[src/rtl/vga_timing_gen_if.sv]
// rtl/vga_timing_gen_if.sv - configuration bus and video output bundle for vga_timing_gen
//
// Purpose: groups the shadow-register write port and the timing outputs.
// Signals:
//   cfg_we, cfg_addr[2:0], cfg_wdata[CW-1:0], cfg_commit : master -> timing generator
//   cfg_busy                                             : commit pending
//   hsync, vsync, de, line_start, frame_start            : sync / enable / strobes
//   x, y, h_count, v_count [CW+1:0]                      : coordinates and raw counters
interface vga_timing_gen_if #(
  parameter int CW = 12
);
  logic          cfg_we;
  logic [2:0]    cfg_addr;
  logic [CW-1:0] cfg_wdata;
  logic          cfg_commit;
  logic          cfg_busy;
  logic          hsync;
  logic          vsync;
  logic          de;
  logic [CW+1:0] x;
  logic [CW+1:0] y;
  logic [CW+1:0] h_count;
  logic [CW+1:0] v_count;
  logic          line_start;
  logic          frame_start;

  modport master (
    output cfg_we, cfg_addr, cfg_wdata, cfg_commit,
    input  cfg_busy, hsync, vsync, de, x, y, h_count, v_count, line_start, frame_start
  );

  modport slave (
    input  cfg_we, cfg_addr, cfg_wdata, cfg_commit,
    output cfg_busy, hsync, vsync, de, x, y, h_count, v_count, line_start, frame_start
  );
endinterface

[src/rtl/vga_timing_gen.sv]
// rtl/vga_timing_gen.sv - runtime-reconfigurable VGA timing generator
//
// Purpose: horizontal/vertical counters, sync, data enable, pixel coordinates
// and line/frame strobes, advanced by a pixel-clock enable. Timing fields live
// in a shadow set (written any cycle) and an active set (loaded at frame wrap
// after a commit).
// Ports:
//   clk     : system clock
//   rst_n   : asynchronous active-low reset
//   pix_ce  : pixel enable, timing advances only when high
//   bus     : vga_timing_gen_if.slave (config write/commit, busy, video outputs)
module vga_timing_gen #(
  parameter int   CW        = 12,
  parameter int   H_VISIBLE = 640,
  parameter int   H_FRONT   = 16,
  parameter int   H_SYNC    = 96,
  parameter int   H_BACK    = 48,
  parameter int   V_VISIBLE = 480,
  parameter int   V_FRONT   = 10,
  parameter int   V_SYNC    = 2,
  parameter int   V_BACK    = 33,
  parameter logic HSYNC_POL = 1'b1,
  parameter logic VSYNC_POL = 1'b1
) (
  input logic              clk,
  input logic              rst_n,
  input logic              pix_ce,
  vga_timing_gen_if.slave  bus
);
  localparam int NW = CW + 2;
  typedef logic [NW-1:0] cnt_t;
  typedef logic [CW-1:0] fld_t;

  // Field order matches cfg_addr: [0..3] horizontal, [4..7] vertical.
  localparam logic [7:0][CW-1:0] RST_SET = {
    fld_t'(V_BACK), fld_t'(V_SYNC), fld_t'(V_FRONT), fld_t'(V_VISIBLE),
    fld_t'(H_BACK), fld_t'(H_SYNC), fld_t'(H_FRONT), fld_t'(H_VISIBLE)
  };
  localparam cnt_t H_TOT_RST = cnt_t'(H_VISIBLE + H_FRONT + H_SYNC + H_BACK);
  localparam cnt_t V_TOT_RST = cnt_t'(V_VISIBLE + V_FRONT + V_SYNC + V_BACK);

  logic [7:0][CW-1:0] act_q;
  logic [7:0][CW-1:0] shd_q;
  logic [7:0][CW-1:0] shd_next;
  logic               pend_q;
  cnt_t               h_q, v_q, x_q, y_q;
  logic               hsync_q, vsync_q, de_q, ls_q, fs_q;

  function automatic cnt_t wid(input fld_t f);
    return cnt_t'(f);
  endfunction

  cnt_t h_tot, v_tot, hs_beg, hs_end, vs_beg, vs_end, h_nxt, v_nxt;
  logic h_end, v_end, wrap, hs_on, vs_on, de_nxt;

  assign h_tot  = wid(act_q[0]) + wid(act_q[1]) + wid(act_q[2]) + wid(act_q[3]);
  assign v_tot  = wid(act_q[4]) + wid(act_q[5]) + wid(act_q[6]) + wid(act_q[7]);
  assign h_end  = (h_q == h_tot - cnt_t'(1));
  assign v_end  = (v_q == v_tot - cnt_t'(1));
  assign wrap   = pix_ce && h_end && v_end;
  assign h_nxt  = h_end ? '0 : h_q + cnt_t'(1);
  assign v_nxt  = h_end ? (v_end ? '0 : v_q + cnt_t'(1)) : v_q;

  // Decode uses the set in force before the edge. At a wrap the new position
  // is (0,0), where every field is >= its minimum and the result is the same
  // for any set, so the new frame is still decoded correctly.
  assign hs_beg = wid(act_q[0]) + wid(act_q[1]);
  assign hs_end = hs_beg + wid(act_q[2]);
  assign vs_beg = wid(act_q[4]) + wid(act_q[5]);
  assign vs_end = vs_beg + wid(act_q[6]);
  assign hs_on  = (h_nxt >= hs_beg) && (h_nxt < hs_end);
  assign vs_on  = (v_nxt >= vs_beg) && (v_nxt < vs_end);
  assign de_nxt = (h_nxt < wid(act_q[0])) && (v_nxt < wid(act_q[4]));

  // Shadow contents including a write in this cycle, so a write coincident
  // with the wrap is part of the copy. Visible and sync fields (even
  // addresses) never hold 0.
  always_comb begin
    shd_next = shd_q;
    if (bus.cfg_we) begin
      if (bus.cfg_wdata == '0 && !bus.cfg_addr[0]) begin
        shd_next[bus.cfg_addr] = fld_t'(1);
      end else begin
        shd_next[bus.cfg_addr] = bus.cfg_wdata;
      end
    end
  end

  always_ff @(posedge clk or negedge rst_n) begin
    if (!rst_n) begin
      act_q   <= RST_SET;
      shd_q   <= RST_SET;
      pend_q  <= 1'b0;
      h_q     <= H_TOT_RST - cnt_t'(1);
      v_q     <= V_TOT_RST - cnt_t'(1);
      x_q     <= '0;
      y_q     <= '0;
      hsync_q <= ~HSYNC_POL;
      vsync_q <= ~VSYNC_POL;
      de_q    <= 1'b0;
      ls_q    <= 1'b0;
      fs_q    <= 1'b0;
    end else begin
      shd_q <= shd_next;
      ls_q  <= 1'b0;
      fs_q  <= 1'b0;
      if (pix_ce) begin
        h_q     <= h_nxt;
        v_q     <= v_nxt;
        hsync_q <= hs_on ? HSYNC_POL : ~HSYNC_POL;
        vsync_q <= vs_on ? VSYNC_POL : ~VSYNC_POL;
        de_q    <= de_nxt;
        x_q     <= de_nxt ? h_nxt : '0;
        y_q     <= de_nxt ? v_nxt : '0;
        ls_q    <= h_end;
        fs_q    <= h_end && v_end;
      end
      // A commit arriving on the wrap cycle is applied immediately.
      if (wrap && (pend_q || bus.cfg_commit)) begin
        act_q  <= shd_next;
        pend_q <= 1'b0;
      end else if (bus.cfg_commit) begin
        pend_q <= 1'b1;
      end
    end
  end

  assign bus.cfg_busy    = pend_q;
  assign bus.hsync       = hsync_q;
  assign bus.vsync       = vsync_q;
  assign bus.de          = de_q;
  assign bus.x           = x_q;
  assign bus.y           = y_q;
  assign bus.h_count     = h_q;
  assign bus.v_count     = v_q;
  assign bus.line_start  = ls_q;
  assign bus.frame_start = fs_q;
endmodule

[src/flat_wrapper.sv]
// flat-port wrapper written by rule: the top's interface ports become plain ports
module vga_timing_gen_flat 
#(
  parameter int   CW        = 12,
  parameter int   H_VISIBLE = 640,
  parameter int   H_FRONT   = 16,
  parameter int   H_SYNC    = 96,
  parameter int   H_BACK    = 48,
  parameter int   V_VISIBLE = 480,
  parameter int   V_FRONT   = 10,
  parameter int   V_SYNC    = 2,
  parameter int   V_BACK    = 33,
  parameter logic HSYNC_POL = 1'b1,
  parameter logic VSYNC_POL = 1'b1
)
  (clk, rst_n, pix_ce, bus_cfg_we, bus_cfg_addr, bus_cfg_wdata, bus_cfg_commit, bus_cfg_busy, bus_hsync, bus_vsync, bus_de, bus_x, bus_y, bus_h_count, bus_v_count, bus_line_start, bus_frame_start);
  vga_timing_gen_if #(.CW(CW)) bus_i ();
  input logic clk;
  input logic rst_n;
  input logic pix_ce;
  input wire logic [$bits(bus_i.cfg_we)-1:0] bus_cfg_we;
  input wire logic [$bits(bus_i.cfg_addr)-1:0] bus_cfg_addr;
  input wire logic [$bits(bus_i.cfg_wdata)-1:0] bus_cfg_wdata;
  input wire logic [$bits(bus_i.cfg_commit)-1:0] bus_cfg_commit;
  output wire logic [$bits(bus_i.cfg_busy)-1:0] bus_cfg_busy;
  output wire logic [$bits(bus_i.hsync)-1:0] bus_hsync;
  output wire logic [$bits(bus_i.vsync)-1:0] bus_vsync;
  output wire logic [$bits(bus_i.de)-1:0] bus_de;
  output wire logic [$bits(bus_i.x)-1:0] bus_x;
  output wire logic [$bits(bus_i.y)-1:0] bus_y;
  output wire logic [$bits(bus_i.h_count)-1:0] bus_h_count;
  output wire logic [$bits(bus_i.v_count)-1:0] bus_v_count;
  output wire logic [$bits(bus_i.line_start)-1:0] bus_line_start;
  output wire logic [$bits(bus_i.frame_start)-1:0] bus_frame_start;
  assign bus_i.cfg_we = bus_cfg_we;
  assign bus_i.cfg_addr = bus_cfg_addr;
  assign bus_i.cfg_wdata = bus_cfg_wdata;
  assign bus_i.cfg_commit = bus_cfg_commit;
  assign bus_cfg_busy = bus_i.cfg_busy;
  assign bus_hsync = bus_i.hsync;
  assign bus_vsync = bus_i.vsync;
  assign bus_de = bus_i.de;
  assign bus_x = bus_i.x;
  assign bus_y = bus_i.y;
  assign bus_h_count = bus_i.h_count;
  assign bus_v_count = bus_i.v_count;
  assign bus_line_start = bus_i.line_start;
  assign bus_frame_start = bus_i.frame_start;
  vga_timing_gen #(.CW(CW), .H_VISIBLE(H_VISIBLE), .H_FRONT(H_FRONT), .H_SYNC(H_SYNC), .H_BACK(H_BACK), .V_VISIBLE(V_VISIBLE), .V_FRONT(V_FRONT), .V_SYNC(V_SYNC), .V_BACK(V_BACK), .HSYNC_POL(HSYNC_POL), .VSYNC_POL(VSYNC_POL)) u_core (.clk(clk), .rst_n(rst_n), .pix_ce(pix_ce), .bus(bus_i));
endmodule
[config.mk]
export PLATFORM = sky130hd
export DESIGN_NAME = vga_timing_gen_flat
export DESIGN_NICKNAME = d
export VERILOG_FILES = /design/src/rtl/vga_timing_gen_if.sv /design/src/rtl/vga_timing_gen.sv /design/src/flat_wrapper.sv
export SDC_FILE = /design/constraint.sdc
export NUM_CORES = 1
export LEC_CHECK = 0
export BUFFER_PORTS_ARGS = -buffer_cell sky130_fd_sc_hd__buf_2
export CORE_AREA = 2 2 165 167
export CTS_CLUSTER_SIZE = 30
export DETAILED_ROUTE_END_ITERATION = 16
export DIE_AREA = 0 0 167 169
export PLACE_DENSITY = 0.81
export SYNTH_ARGS = -nofsm -noshare
export SYNTH_HDL_FRONTEND = slang
export SYNTH_SLANG_ARGS = --single-unit
[constraint.sdc]
create_clock -name clk -period 9.36 [get_ports clk]
set_input_delay 1.872 -clock clk [delete_from_list [all_inputs] [get_ports clk]]
set_output_delay 1.872 -clock clk [all_outputs]
set_load 0.02 [all_outputs]
After elaboration in Yosys (flattened, before gate mapping)
Index checks and enable logic that the tools add are counted.

storage, ports and cells
  output and inout port bits = 62
  logic and storage cells = 78
  bits in registers = 254

operators by class
  equality and inequality tests = 2
  $lt $le $gt $ge = 8
  add/subtract/negate cells = 10
  bitwise gates (word level) = 3
  reduce and logical (&&, ||, !) cells = 13
  muxes and demuxes = 16

operators by type and width
  operator                                                                       number
  96-bit 2-to-1 mux                                                              2
  96-bit bitwise mux                                                             1
  88-bit AND                                                                     1
  88-bit NOT                                                                     1
  14-bit 2-to-1 mux                                                              5
  14-bit by 12-bit adder with 14-bit output                                      4
  12-bit demux with 3-bit select                                                 1
  14-bit by 1-bit adder with 14-bit output (second input constant)               2
  14-bit == test                                                                 2
  14-bit >= comparator                                                           2
  14-bit by 12-bit less-than comparator with 1-bit output                        2
  14-bit less-than comparator                                                    2
  14-bit by 1-bit subtractor with 14-bit output (second input constant)          2
  12-bit by 12-bit adder with 13-bit output                                      2
  12-bit logical NOT                                                             1
  12-bit 2-to-1 mux                                                              1
  1-bit logical AND                                                              9
  8-bit OR                                                                       1
  1-bit 2-to-1 mux                                                               6
  3-bit by 4-bit less-than comparator with 1-bit output (second input constant)  1
  3-bit by 1-bit >= comparator with 1-bit output (second input constant)         1
  2-bit nonzero test                                                             1
  1-bit logical NOT                                                              1
  1-bit logical OR                                                               1

Depth between registers and ports, before layout
  depth after elaboration = 10
  mapped depth = 42
  mapped depth without buffers = 40

Least setup slack after synthesis
Ideal clock, no wire load.

  path type = reg2reg
  start point = reg u_core.act_q[0] (netlist name)
  end point = reg u_core.y_q[1], in the netlist u_core.bus.y[1]
  data arrival time = 8041 ps
  setup slack = 1223 ps
  setup time = 96 ps
  required time = 9264 ps
  cell stages (with the launch flop) = 41
  path through = dfrtp_1 -> ha_1 -> fa_1 -> a211oi_1 -> o21a_1 -> o21bai_1 -> a21oi_1 -> xnor2_1 -> ha_1 -> a21o_1 -> a2111o_1 -> and2_1 -> a21o_1 -> a21oi_1 -> xor2_1 -> ha_1 -> inv_1 -> ha_1 -> [... 5 more ...] -> or4_1 -> a21o_1 -> clkbuf_1 -> nor3_1 -> a21oi_1 -> a2bb2oi_1 -> inv_1 -> ha_1 -> a21oi_1 -> nor2_1 -> a211oi_1 -> o21ai_0 -> o211ai_1 -> nand3_1 -> or3_1 -> o2bb2ai_2 -> buf_6 -> o32ai_2

between the ends
  word-level cells in the longest chain between the ends = 9
  elaborated cells on any way between the ends = 11

RTL lines
  element                                                  RTL line               text
  from (decl)                                              vga_timing_gen.sv:42   logic [7:0][CW-1:0] act_q;
  from (signal assigned)                                   vga_timing_gen.sv:120  act_q <= shd_next;
  12-bit by 12-bit adder with 13-bit output                vga_timing_gen.sv:56   assign h_tot = wid(act_q[0]) + wid(act_q[1]) + wid(act_q[2]) + wid(act_q[3]);
  14-bit by 12-bit adder with 14-bit output (2 in series)  vga_timing_gen.sv:56
  14-bit by 1-bit subtractor with 14-bit output            vga_timing_gen.sv:58   assign h_end = (h_q == h_tot - cnt_t'(1));
  14-bit == test                                           vga_timing_gen.sv:58
  14-bit 2-to-1 mux                                        vga_timing_gen.sv:62   assign v_nxt = h_end ? (v_end ? '0 : v_q + cnt_t'(1)) : v_q;
  named net u_core.v_nxt[3]                                vga_timing_gen.sv:53   cnt_t h_tot, v_tot, hs_beg, hs_end, vs_beg, vs_end, h_nxt, v_nxt;
  14-bit by 12-bit less-than comparator with 1-bit output  vga_timing_gen.sv:73   assign de_nxt = (h_nxt < wid(act_q[0])) && (v_nxt < wid(act_q[4]));
  1-bit logical AND                                        vga_timing_gen.sv:73
  14-bit 2-to-1 mux                                        vga_timing_gen.sv:114  y_q <= de_nxt ? v_nxt : '0;
  to (signal assigned)                                     vga_timing_gen.sv:114
  to (decl)                                                vga_timing_gen.sv:46   cnt_t h_q, v_q, x_q, y_q;

The timed path passes the listed nets, and every way through them passes these cells.
A chain may end at the register's enable or synchronous reset.

Worst setup path in the final report
  start point = reg u_core.act_q[0] (netlist name)
  end point = reg u_core.x_q[10], in the netlist u_core.bus.x[10]

between the ends
  word-level cells in the longest chain between the ends = 9
  elaborated cells on any way between the ends = 11

RTL lines
  element                                                  RTL line               text
  12-bit by 12-bit adder with 13-bit output                vga_timing_gen.sv:56
  14-bit by 12-bit adder with 14-bit output (2 in series)  vga_timing_gen.sv:56
  14-bit by 1-bit subtractor with 14-bit output            vga_timing_gen.sv:58
  14-bit == test                                           vga_timing_gen.sv:58
  14-bit 2-to-1 mux                                        vga_timing_gen.sv:62
  named net u_core.v_nxt[3]                                vga_timing_gen.sv:53
  14-bit by 12-bit less-than comparator with 1-bit output  vga_timing_gen.sv:73
  1-bit logical AND                                        vga_timing_gen.sv:73
  14-bit 2-to-1 mux                                        vga_timing_gen.sv:113  x_q <= de_nxt ? h_nxt : '0;
  to (signal assigned)                                     vga_timing_gen.sv:113
  to (decl)                                                vga_timing_gen.sv:46

The timed path passes the listed nets, and every way through them passes these cells.

==> run_results.csv <==
group,metric,value,unit
power_and_ir_drop,pwr-share-seq,42.3,%
cells_and_area,nets,1865,
cells_and_area,layout_common_cells,"dfrtp_1 (212), mux2_2 (197), inv_1 (187)",
power_and_ir_drop,p_leak,8.61,nW
clock_tree,clkLatencyLatePin,0.54,ns
setup_path,crit_fanout,16,
timing,fin_crit_sh,94.6,%
drt,ant_nets,0,
floorplanning,start_util,62.0,%
setup_path,end_kind,"register",
yosys,synth_nets,1772,
clock_tree,cts_made_buffers,26,
timing,min_period,8.85,ns
setup_path,cp-start-kind,"register",
timing,setup-violations-final,0,
yosys,avgSynthCellArea,10.4,µm²
drt,wl,40500,µm
cells_and_area,drive_above_1_share,26.1,%
power_and_ir_drop,pwr-share-clk,35.9,%
floorplanning,std_cell_rows,60,
cells_and_area,final_common_cell,"dfrtp_1",
grt,grtUsageTotal,28.6,%
timing,worst_pin_slew,1.15,ns
yosys,synth_warnings,0,
grt,antenna_found_initial,0,
setup_path,crit_path_end,"u_core.bus.x[10]",
run_status,status,"complete, no violations",
power_and_ir_drop,p_int,2.14,mW
setup_path,crit_path_start,"u_core.act_q[0]",
grt,grt_pass1_wl,64500,µm
timing,hold_violations,0,
clock_tree,cts_tree,"built",
placed_design,io_buffers,81,
cells_and_area,area_delta_synth_final,11.6,%
timing,slew_headroom,22.8,%
timing,finalClockSkew,0.0159,ns
clock_tree,cts_max_level,1,
placed_design,finalWeightedCongestion,0.915,
floorplanning,io_pins,82,
grt,grt_max_degree,131,
yosys,yosysTopAreaCell,"dfrtp_1",
clock_tree,clk_pin_slew,0.06,ns
job,maxCapViolCount,0,
drt,post_drt_wl_per_cell,19.9,µm
setup_path,rr_startpoint,"u_core.act_q[0]",
yosys,syn_area,16400,µm²
floorplanning,fp.dieH,169,µm
floorplanning,fp.dieW,167,µm
placed_design,hpwl,30000,µm
worst_hold_path,hold_class,"register to register",
cells_and_area,diodes,0,
floorplanning,core_area,26500,µm²
setup_path,worstPathRequired,9.80,ns
power_and_ir_drop,peakVddDrop,247,µV
power_and_ir_drop,total_power,3.07,mW
floorplanning,die-area,28200,µm²
setup_path,cpPeakStageDelay,0.45,ns
timing,fmax,113,MHz
grt,globalRouteOverflowTotal,0,
cells_and_area,n_fill_cell,1972,
yosys,post_synth_inst_count,1577,
yosys,synth_cell_types,75,
clock_tree,cts_hold_buf,0,
power_and_ir_drop,power.switching,924,µW
yosys,synth_top_area_share,32.3,%
timing,maxSlewViolCount,0,
clock_tree,clockRootBuffer,"clkbuf_16",
clock_tree,clk_path_buf_depth,3,
drt,via_count,12304,
cells_and_area,finalNonFillerCells,2031,
power_and_ir_drop,power-per-cell-area,167,nW/µm²
yosys,ys_ff_latch,254,
yosys,synth_area_leaders,"dfrtp_1 (32%), mux2_2 (13%), ha_1 (13%), dfstp_2 (6.7%), inv_1 (4.3%)",
cells_and_area,stdcell_area,18300,µm²
timing,tns,0,ns
yosys,synth_edf_count,0,
drt,firstDrtPassIters,5,
power_and_ir_drop,sw_frac_of_total,30.1,%
setup_path,crit_slowest_cell,"or4_4",
clock_tree,cts.sinks,254,
setup_path,path_class,"register to register",
drt,drt_iter0_markers,929,
worst_hold_path,hold_start,"u_core.shd_q[2]",
grt,grt_pass1_vias,12187,
setup_path,reg2reg_depth,39,
yosys,ys_seq_area_share,39.0,%
setup_path,arrival,9.29,ns
placed_design,dpl_cell_area,17300,µm²
yosys,synth_flop_cell,"dfrtp_1",
setup_path,reg2reg_to,"u_core.bus.x[10]",
drt,viasPerCell,6.06,
drt,drc_errors,0,
setup_path,regToRegSetupSlack,0.51,ns
placed_design,place_inst,1974,
power_and_ir_drop,p_comb_share,21.8,%
yosys,async_reset_ff_share,100,%
setup_path,cp_common_cell,"ha_1",
[layer usage]
layer	global-route usage (%)	routed length (µm)
met1	41.7	18900
met4	7.61	863
met2	45.0	18300
met3	4.26	2340
met5	0	0
[flip-flops by register name (all words and copies together), names as in the netlist]
| name | cells |
|---|---|
| u_core.act_q | 96 |
| u_core.shd_q | 96 |
| u_core.bus.v_count | 14 |
| u_core.bus.line_start | 1 |
| u_core.bus.hsync | 1 |
| u_core.bus.x | 14 |
| u_core.bus.frame_start | 1 |
| u_core.bus.h_count | 14 |
| u_core.bus.y | 14 |
| u_core.bus.cfg_busy | 1 |
| u_core.bus.vsync | 1 |
| u_core.bus.de | 1 |
[repair_timing]
action	in CTS	in global routing
gates resized for setup	0	16
setup endpoints to repair	0	26
buffers inserted	0	9
[cell type report]
class / count / area [µm²] / area share, %
Multi-Input combinational cell: 1087 / 9210 / 50.2
Clock buffer: 34 / 752 / 4.10
Timing Repair Buffer: 114 / 671 / 3.66
Tap cell: 341 / 427 / 2.33
Sequential cell: 254 / 6410 / 34.9
Inverter: 187 / 702 / 3.83
Clock inverter: 14 / 170 / 0.928
[logic make-up after synthesis]
logic type	count (synthesis)	synth area share, %
AO/OA/AOI/OAI	322	13.8
XOR/XNOR	94	5.19
adder cells (fa/ha/maj)	175	13.6
buffers and inverters	236	5.52
flip-flops	254	39.0
multiplexers	198	13.6
AND/OR/NAND/NOR	298	9.38
[critical path, delay by kind of cell, from the launching register on]
kind	cells	cell delay [ns]
AOI/OAI and AO/OA	18	3.54
xor gates and xnor gates	3	0.69
adders and majority gates	6	1.80
buffers and inverters	3	0.43
DFF	1	0.40
and+or+nand+nor	9	1.89
[power by group through the flow]
| stage | logic [mW] | clock network [mW] | registers [mW] |
|---|---|---|---|
| 3_5_place_dp | 0.657 | 0 | 1.31 |
| 2_1_floorplan | 0.444 | 0 | 1.31 |
| 4_1_cts | 0.663 | 1.12 | 1.30 |
| 3_3_place_gp | 0.635 | 0 | 1.31 |
| 6_report | 0.668 | 1.10 | 1.30 |
| 5_1_grt | 0.742 | 1.16 | 1.31 |
[Yosys cell counts, drive strengths merged (4+ instances only)]
cell type	number
o211ai	11
dfstp	42
xnor2	64
and3	15
o21ai	65
a21boi	4
clkbuf	42
buf	7
nand4b	6
o31ai	6
nand2	48
xor2	28
nor4	9
nand4	12
nor4b	4
nor2b	16
o32ai	25
ha	169
inv	187
a211oi	18
nand3	31
dfrtp	212
a21o	25
or2	5
a21oi	92
a211o	7
o21a	15
and2	9
or3	6
o21bai	15
mux2	197
nor3	20
fa	6
a2111oi	5
nor2	80
nand2b	21
[worst min path at each step]
stage / end / slack, ns / depth (start not counted)
6_report: u_core.shd_q[2] / 0.49 / 1
3_3_place_gp: u_core.shd_q[72] / 0.47 / 2
3_5_place_dp: u_core.shd_q[77] / 0.48 / 1
2_1_floorplan: u_core.shd_q[36] / 0.45 / 2
4_1_cts: u_core.shd_q[77] / 0.49 / 1
5_1_grt: u_core.shd_q[75] / 0.51 / 1
[per-stage QoR]
step / util, % / hold slack, ns / worst slack [ns]
2_1_floorplan: - / 0.452 / 1.22
3_3_place_gp: 65.2 / 0.472 / 0.365
3_5_place_dp: 65.2 / 0.480 / 0.115
4_1_cts: 68.6 / 0.494 / 0.0533
5_1_grt: 69.2 / 0.507 / -0.0378
6_report: 69.2 / 0.492 / 0.506
Power figures use the tool's default switching activity.
